**config.mk**
```make
export PLATFORM = sky130hd
export DESIGN_NAME = alu_driver
export DESIGN_NICKNAME = d
export VERILOG_FILES = /design/src/rtl/alu_driver.sv
export SDC_FILE = /design/constraint.sdc
export NUM_CORES = 1
export LEC_CHECK = 0
export ABC_CLOCK_PERIOD_IN_PS = 2500
export CAP_MARGIN = 20
export CORE_MARGIN = 2
export CORE_UTILIZATION = 35
export CTS_CLUSTER_DIAMETER = 150
export CTS_CLUSTER_SIZE = 28
export DETAILED_ROUTE_END_ITERATION = 10
export SLEW_MARGIN = 20
export SYNTH_ARGS = -nofsm -noshare
export SYNTH_HDL_FRONTEND = slang
export SYNTH_SLANG_ARGS = --single-unit
export TNS_END_PERCENT = 50
```
**constraint.sdc**
```tcl
create_clock -name clk -period 2.5 [get_ports clk]
set_input_delay 0.625 -clock clk [delete_from_list [all_inputs] [get_ports clk]]
set_output_delay 0.625 -clock clk [all_outputs]
set_load 0.01 [all_outputs]
```
**src/rtl/alu_driver.sv**
```systemverilog
// alu_driver -- command sequencer in front of a combinational ALU.
//
// Commands {opcode, a, b} are queued in a 4-entry FIFO. A three-state FSM
// (IDLE -> ISSUE -> RESP) pops one command at a time. It presents the command
// to the external ALU on registered outputs and captures the ALU result in
// ISSUE. It then holds the result on the response channel until the consumer
// accepts it. Responses come back strictly in command order.
//
// Optional feature macro: ALU_DRV_CHECK_EN
//   defined   : rsp_err flags an inconsistent zero flag, a divide by zero
//               (opcode 4'b0011 with b == 0) or an opcode above 4'b1001.
//   undefined : rsp_err is tied to 0 and no check logic exists.
//
// Ports
//   clk, rst_n                      clock, synchronous active-low reset
//   cmd_valid/cmd_ready             command handshake (ready = FIFO not full)
//   cmd_opcode, cmd_a, cmd_b        command payload
//   alu_opcode, alu_a, alu_b        registered operands driven to the ALU
//   alu_y, alu_zero, alu_overflow   ALU results
//   rsp_valid/rsp_ready             response handshake
//   rsp_y, rsp_zero, rsp_overflow   captured ALU results
//   rsp_err                         consistency check result (see above)
//   busy                            FIFO non-empty or FSM not IDLE

module alu_driver (
  input  logic       clk,
  input  logic       rst_n,
  input  logic       cmd_valid,
  output logic       cmd_ready,
  input  logic [3:0] cmd_opcode,
  input  logic [7:0] cmd_a,
  input  logic [7:0] cmd_b,
  output logic [3:0] alu_opcode,
  output logic [7:0] alu_a,
  output logic [7:0] alu_b,
  input  logic [7:0] alu_y,
  input  logic       alu_zero,
  input  logic       alu_overflow,
  output logic       rsp_valid,
  input  logic       rsp_ready,
  output logic [7:0] rsp_y,
  output logic       rsp_zero,
  output logic       rsp_overflow,
  output logic       rsp_err,
  output logic       busy
);

  localparam int DEPTH = 4;

  typedef enum logic [1:0] {
    IDLE  = 2'd0,
    ISSUE = 2'd1,
    RESP  = 2'd2
  } state_t;

  state_t state, next_state;

  logic [3:0] fifo_op [DEPTH];
  logic [7:0] fifo_a  [DEPTH];
  logic [7:0] fifo_b  [DEPTH];
  logic [1:0] wr_ptr;
  logic [1:0] rd_ptr;
  logic [2:0] count;

  logic fifo_full;
  logic fifo_empty;
  logic push;
  logic pop;
  logic load_rsp;

  // Command FIFO
  assign fifo_full  = (count == 3'd4);
  assign fifo_empty = (count == 3'd0);
  // Ready depends only on the registered count, so a pop in the same cycle
  // never opens a slot for a push into a full FIFO.
  assign cmd_ready  = !fifo_full;
  assign push       = cmd_valid && cmd_ready;

  always_ff @(posedge clk) begin
    if (!rst_n) begin
      wr_ptr <= 2'd0;
      rd_ptr <= 2'd0;
      count  <= 3'd0;
    end else begin
      if (push) begin
        wr_ptr <= wr_ptr + 2'd1;
      end
      if (pop) begin
        rd_ptr <= rd_ptr + 2'd1;
      end
      case ({push, pop})
        2'b10:   count <= count + 3'd1;
        2'b01:   count <= count - 3'd1;
        default: count <= count;
      endcase
    end
  end

  // Storage needs no reset: the pointers and count define what is valid.
  always_ff @(posedge clk) begin
    if (push) begin
      fifo_op[wr_ptr] <= cmd_opcode;
      fifo_a[wr_ptr]  <= cmd_a;
      fifo_b[wr_ptr]  <= cmd_b;
    end
  end

  // Sequencer FSM
  always_ff @(posedge clk) begin
    if (!rst_n) begin
      state <= IDLE;
    end else begin
      state <= next_state;
    end
  end

  always_comb begin
    next_state = state;
    pop        = 1'b0;
    load_rsp   = 1'b0;
    rsp_valid  = 1'b0;
    case (state)
      IDLE: begin
        if (!fifo_empty) begin
          pop        = 1'b1;
          next_state = ISSUE;
        end
      end
      ISSUE: begin
        load_rsp   = 1'b1;
        next_state = RESP;
      end
      RESP: begin
        rsp_valid = 1'b1;
        if (rsp_ready) begin
          next_state = IDLE;
        end
      end
      default: begin
        next_state = IDLE;
      end
    endcase
  end

  assign busy = !fifo_empty || (state != IDLE);

  // ALU operand registers: loaded on pop and held until the next pop.
  always_ff @(posedge clk) begin
    if (!rst_n) begin
      alu_opcode <= 4'd0;
      alu_a      <= 8'd0;
      alu_b      <= 8'd0;
    end else if (pop) begin
      alu_opcode <= fifo_op[rd_ptr];
      alu_a      <= fifo_a[rd_ptr];
      alu_b      <= fifo_b[rd_ptr];
    end
  end

  // Response capture at the closing edge of ISSUE.
  always_ff @(posedge clk) begin
    if (!rst_n) begin
      rsp_y        <= 8'd0;
      rsp_zero     <= 1'b0;
      rsp_overflow <= 1'b0;
    end else if (load_rsp) begin
      rsp_y        <= alu_y;
      rsp_zero     <= alu_zero;
      rsp_overflow <= alu_overflow;
    end
  end

`ifdef ALU_DRV_CHECK_EN
  // Flags a zero flag that disagrees with the result, a divide by zero, or an
  // opcode outside the defined range 0..9.
  function automatic logic check_err(input logic [3:0] op,
                                     input logic [7:0] b,
                                     input logic [7:0] y,
                                     input logic       zero);
    logic zero_bad;
    logic div_zero;
    logic op_bad;
    zero_bad  = (zero != (y == 8'h00));
    div_zero  = (op == 4'b0011) && (b == 8'h00);
    op_bad    = (op > 4'b1001);
    return zero_bad || div_zero || op_bad;
  endfunction

  logic err_q;

  always_ff @(posedge clk) begin
    if (!rst_n) begin
      err_q <= 1'b0;
    end else if (load_rsp) begin
      err_q <= check_err(alu_opcode, alu_b, alu_y, alu_zero);
    end
  end

  assign rsp_err = err_q;
`else
  assign rsp_err = 1'b0;
`endif

endmodule

```
==> flow_metrics.tcl <==
set metrics [dict create \
    syn_to_final_growth_pct 35.16 \
    num_rows 41 \
    synth_compound_area_share_pct 6.606 \
    start_util_pct 35.40 \
    fmax_ghz 0.4268 \
    cts_tree "built" \
    synth_most_common_cell "edfxtp_1" \
    antenna_found_initial 0 \
    grt_max_degree 24 \
    fp.dieW_microns 116.3 \
    clk_pin_slew_ps 50 \
    worstSetupStartpointType "register" \
    root_buffer "clkbuf_16" \
    synth_cells 258 \
    path_class "register to output pin" \
    drv_cap 0 \
    power_density_nw_per_um2 1182 \
    synthAdderAreaFrac_pct 1.871 \
    cts_resized 0 \
    hold_buffers 0 \
    numPortBuffers 66 \
    tns_ps 0 \
    yosys_warnings 0 \
    worst_hold_path_type "register to register" \
    synth-xor-area-share_pct 0.3969 \
    vias 2470 \
    drtIter0Drc 135 \
    die_area_sq_um 13520 \
    cts_htree_levels 4 \
    io_pins 68 \
    peakVddDrop_uv 593.1 \
    place_inst 491 \
    numCtsBuffers 17 \
    syn_nets 298 \
    p_leak_nw 2.070 \
    grt_pass1_wl_microns 13090 \
    cp.required_ps 1880 \
    synth_common_cells "edfxtp_1 (80), dfxtp_1 (39), nand2_1 (23), a22o_1 (20), mux4_2 (17)" \
    preCtsSetupSlack_ps 93.24 \
    setup_viol 0 \
    end_kind "output pin" \
    hold_depth 2 \
    synth_seq_area_share_pct 72.13 \
    finClkSkew_ps 5.203 \
    wl_microns 8424 \
    wl_per_cell_microns 16.11 \
    coreArea_sq_um 12470 \
    min_period_over_period_pct 93.71 \
    synthMuxAreaShare_pct 10.69 \
    reg2regPathDepth 8 \
    syn_area_sq_um 4413 \
    grt_pass1_vias 2480 \
    synth.distinct_cells 36 \
    synthArstFlopShare_pct 0 \
    synth_edf_count 80 \
    dp_hpwl_microns 5141 \
    gp_congestion 0.6814 \
    antenna_cells 0 \
    yosysTopAreaCell "edfxtp_1" \
    yosysTopAreaCellShare_pct 54.44 \
    fin_cells 523 \
    drv_slew 0 \
    firstDrtPassIters 4 \
    worst_ep_arrival_time_ps 1720 \
    clock_sinks 119 \
    outcome "finished clean" \
    hold_viol 0 \
    nets 378 \
    syn_area_per_cell_sq_um 17.10 \
    worst-path-max-fanout 7 \
    rsz0062_at_grt "false" \
    drive_gt1_share_pct 17.66 \
    fin_crit_ps 2343 \
    fin_ws_ps 157.2 \
    synth-seq-cells 119 \
    synth_ff_type "edfxtp_1" \
    antenna_left 0 \
    holdWs_ps 456.2 \
    synth_top_family_by_area "multiplexers" \
    postCtsSetupBuffers 0 \
    worst_pin_slew_ps 777.5 \
    synth_area_leaders "edfxtp_1 (54%), dfxtp_1 (18%), mux4_2 (8.7%)" \
    synth-simple-area-share_pct 5.160 \
    grt_use_total_pct 13.68 \
    clk_latency_ps 400 \
    clk_path_buf_depth 2 \
    drc 0 \
    grt_overflow 0 \
    vias_per_cell 4.723 \
    slew_headroom_pct 48.16 \
    die_h_microns 116.3 \
]
stage by stage:
step | util, % | power, mW | area, sq um
floorplan | - | 3.712 | 4413
global placement | 42.53 | 4.398 | 5301
detailed placement | 42.53 | 4.433 | 5301
CTS | 47.77 | 7.127 | 5954
global route | 47.85 | 7.379 | 5964
finish | 47.85 | 7.050 | 5964
final timing paths:
check                                    end         start  slack [ps]
worst min register to register  rsp_overflow  rsp_overflow         460
worst max-delay path                    busy      count[0]         160
worst max register to register      count[2]      count[0]         340
worst min-delay path            rsp_overflow  rsp_overflow         460
placed cells by master, fill, tap and decap left out, types with 2 or more instances in the layout:
master,count
clkinv_1,2
bufinv_16,6
clkdlybuf4s50_1,65
clkbuf_1,3
nor2_1,4
buf_12,2
nand2_1,23
nand2b_1,3
inv_1,5
clkbuf_16,17
nor2b_1,2
mux4_1,3
buf_4,10
a22o_1,20
mux4_2,17
a21oi_1,16
dfxtp_2,2
ha_1,5
xor2_1,2
dfxtp_1,37
a21o_1,2
edfxtp_1,80
nand3_1,2
clkinv_2,3
and3_1,4
final cells by class:
| class | count | area (sq um) |
|---|---|---|
| clock inverters | 11 | 202.7 |
| flip-flops and latches | 119 | 3186 |
| clock buffers | 21 | 450.4 |
| fillers | 1067 | 6501 |
| repair buffers | 78 | 778.2 |
| well taps | 172 | 215.2 |
| multi-input cells | 116 | 1110 |
| inverters | 6 | 22.52 |
metal layers:
layer  global-route usage [%]  wire (microns)  vias to the layer above
met5                        0               0                        -
met4                    6.667             169                        0
met3                    4.307             355                       14
met2                    22.33            4241                       55
met1                    16.52            3657                     1245
li1                         -               -                     1156
cell families (layout without fill, tap and decap cells):
kind of cell | count (synthesis) | in the layout
compound gates | 41 | 41
xor+xnor | 2 | 2
fa+ha+maj | 6 | 6
buf+inv | 23 | 116
flops | 119 | 119
mux | 21 | 21
other cells | 1 | 1
simple gates | 45 | 45
critical path, cell delays in order (launching register included):
cell             delay [ps]
dfxtp_1                 360
nor3_4                  370
nand2_1                  90
clkdlybuf4s50_1         490
state kept, by name, indices dropped and copies added (netlist names), 3 cells and up:
name and count:
alu_b 8, rsp_y 8, alu_opcode 4, alu_a 8
count 3, fifo_a 32, fifo_b 32, fifo_op 16
power breakdown:
part	leakage, nW	total, mW	switching (mW)	internal (mW)
Clock	0.320	2.68	0.799	1.88
Sequential	1.05	2.71	0.263	2.45
Combinational	0.697	1.66	0.722	0.936
Power figures use the tool's default switching activity.
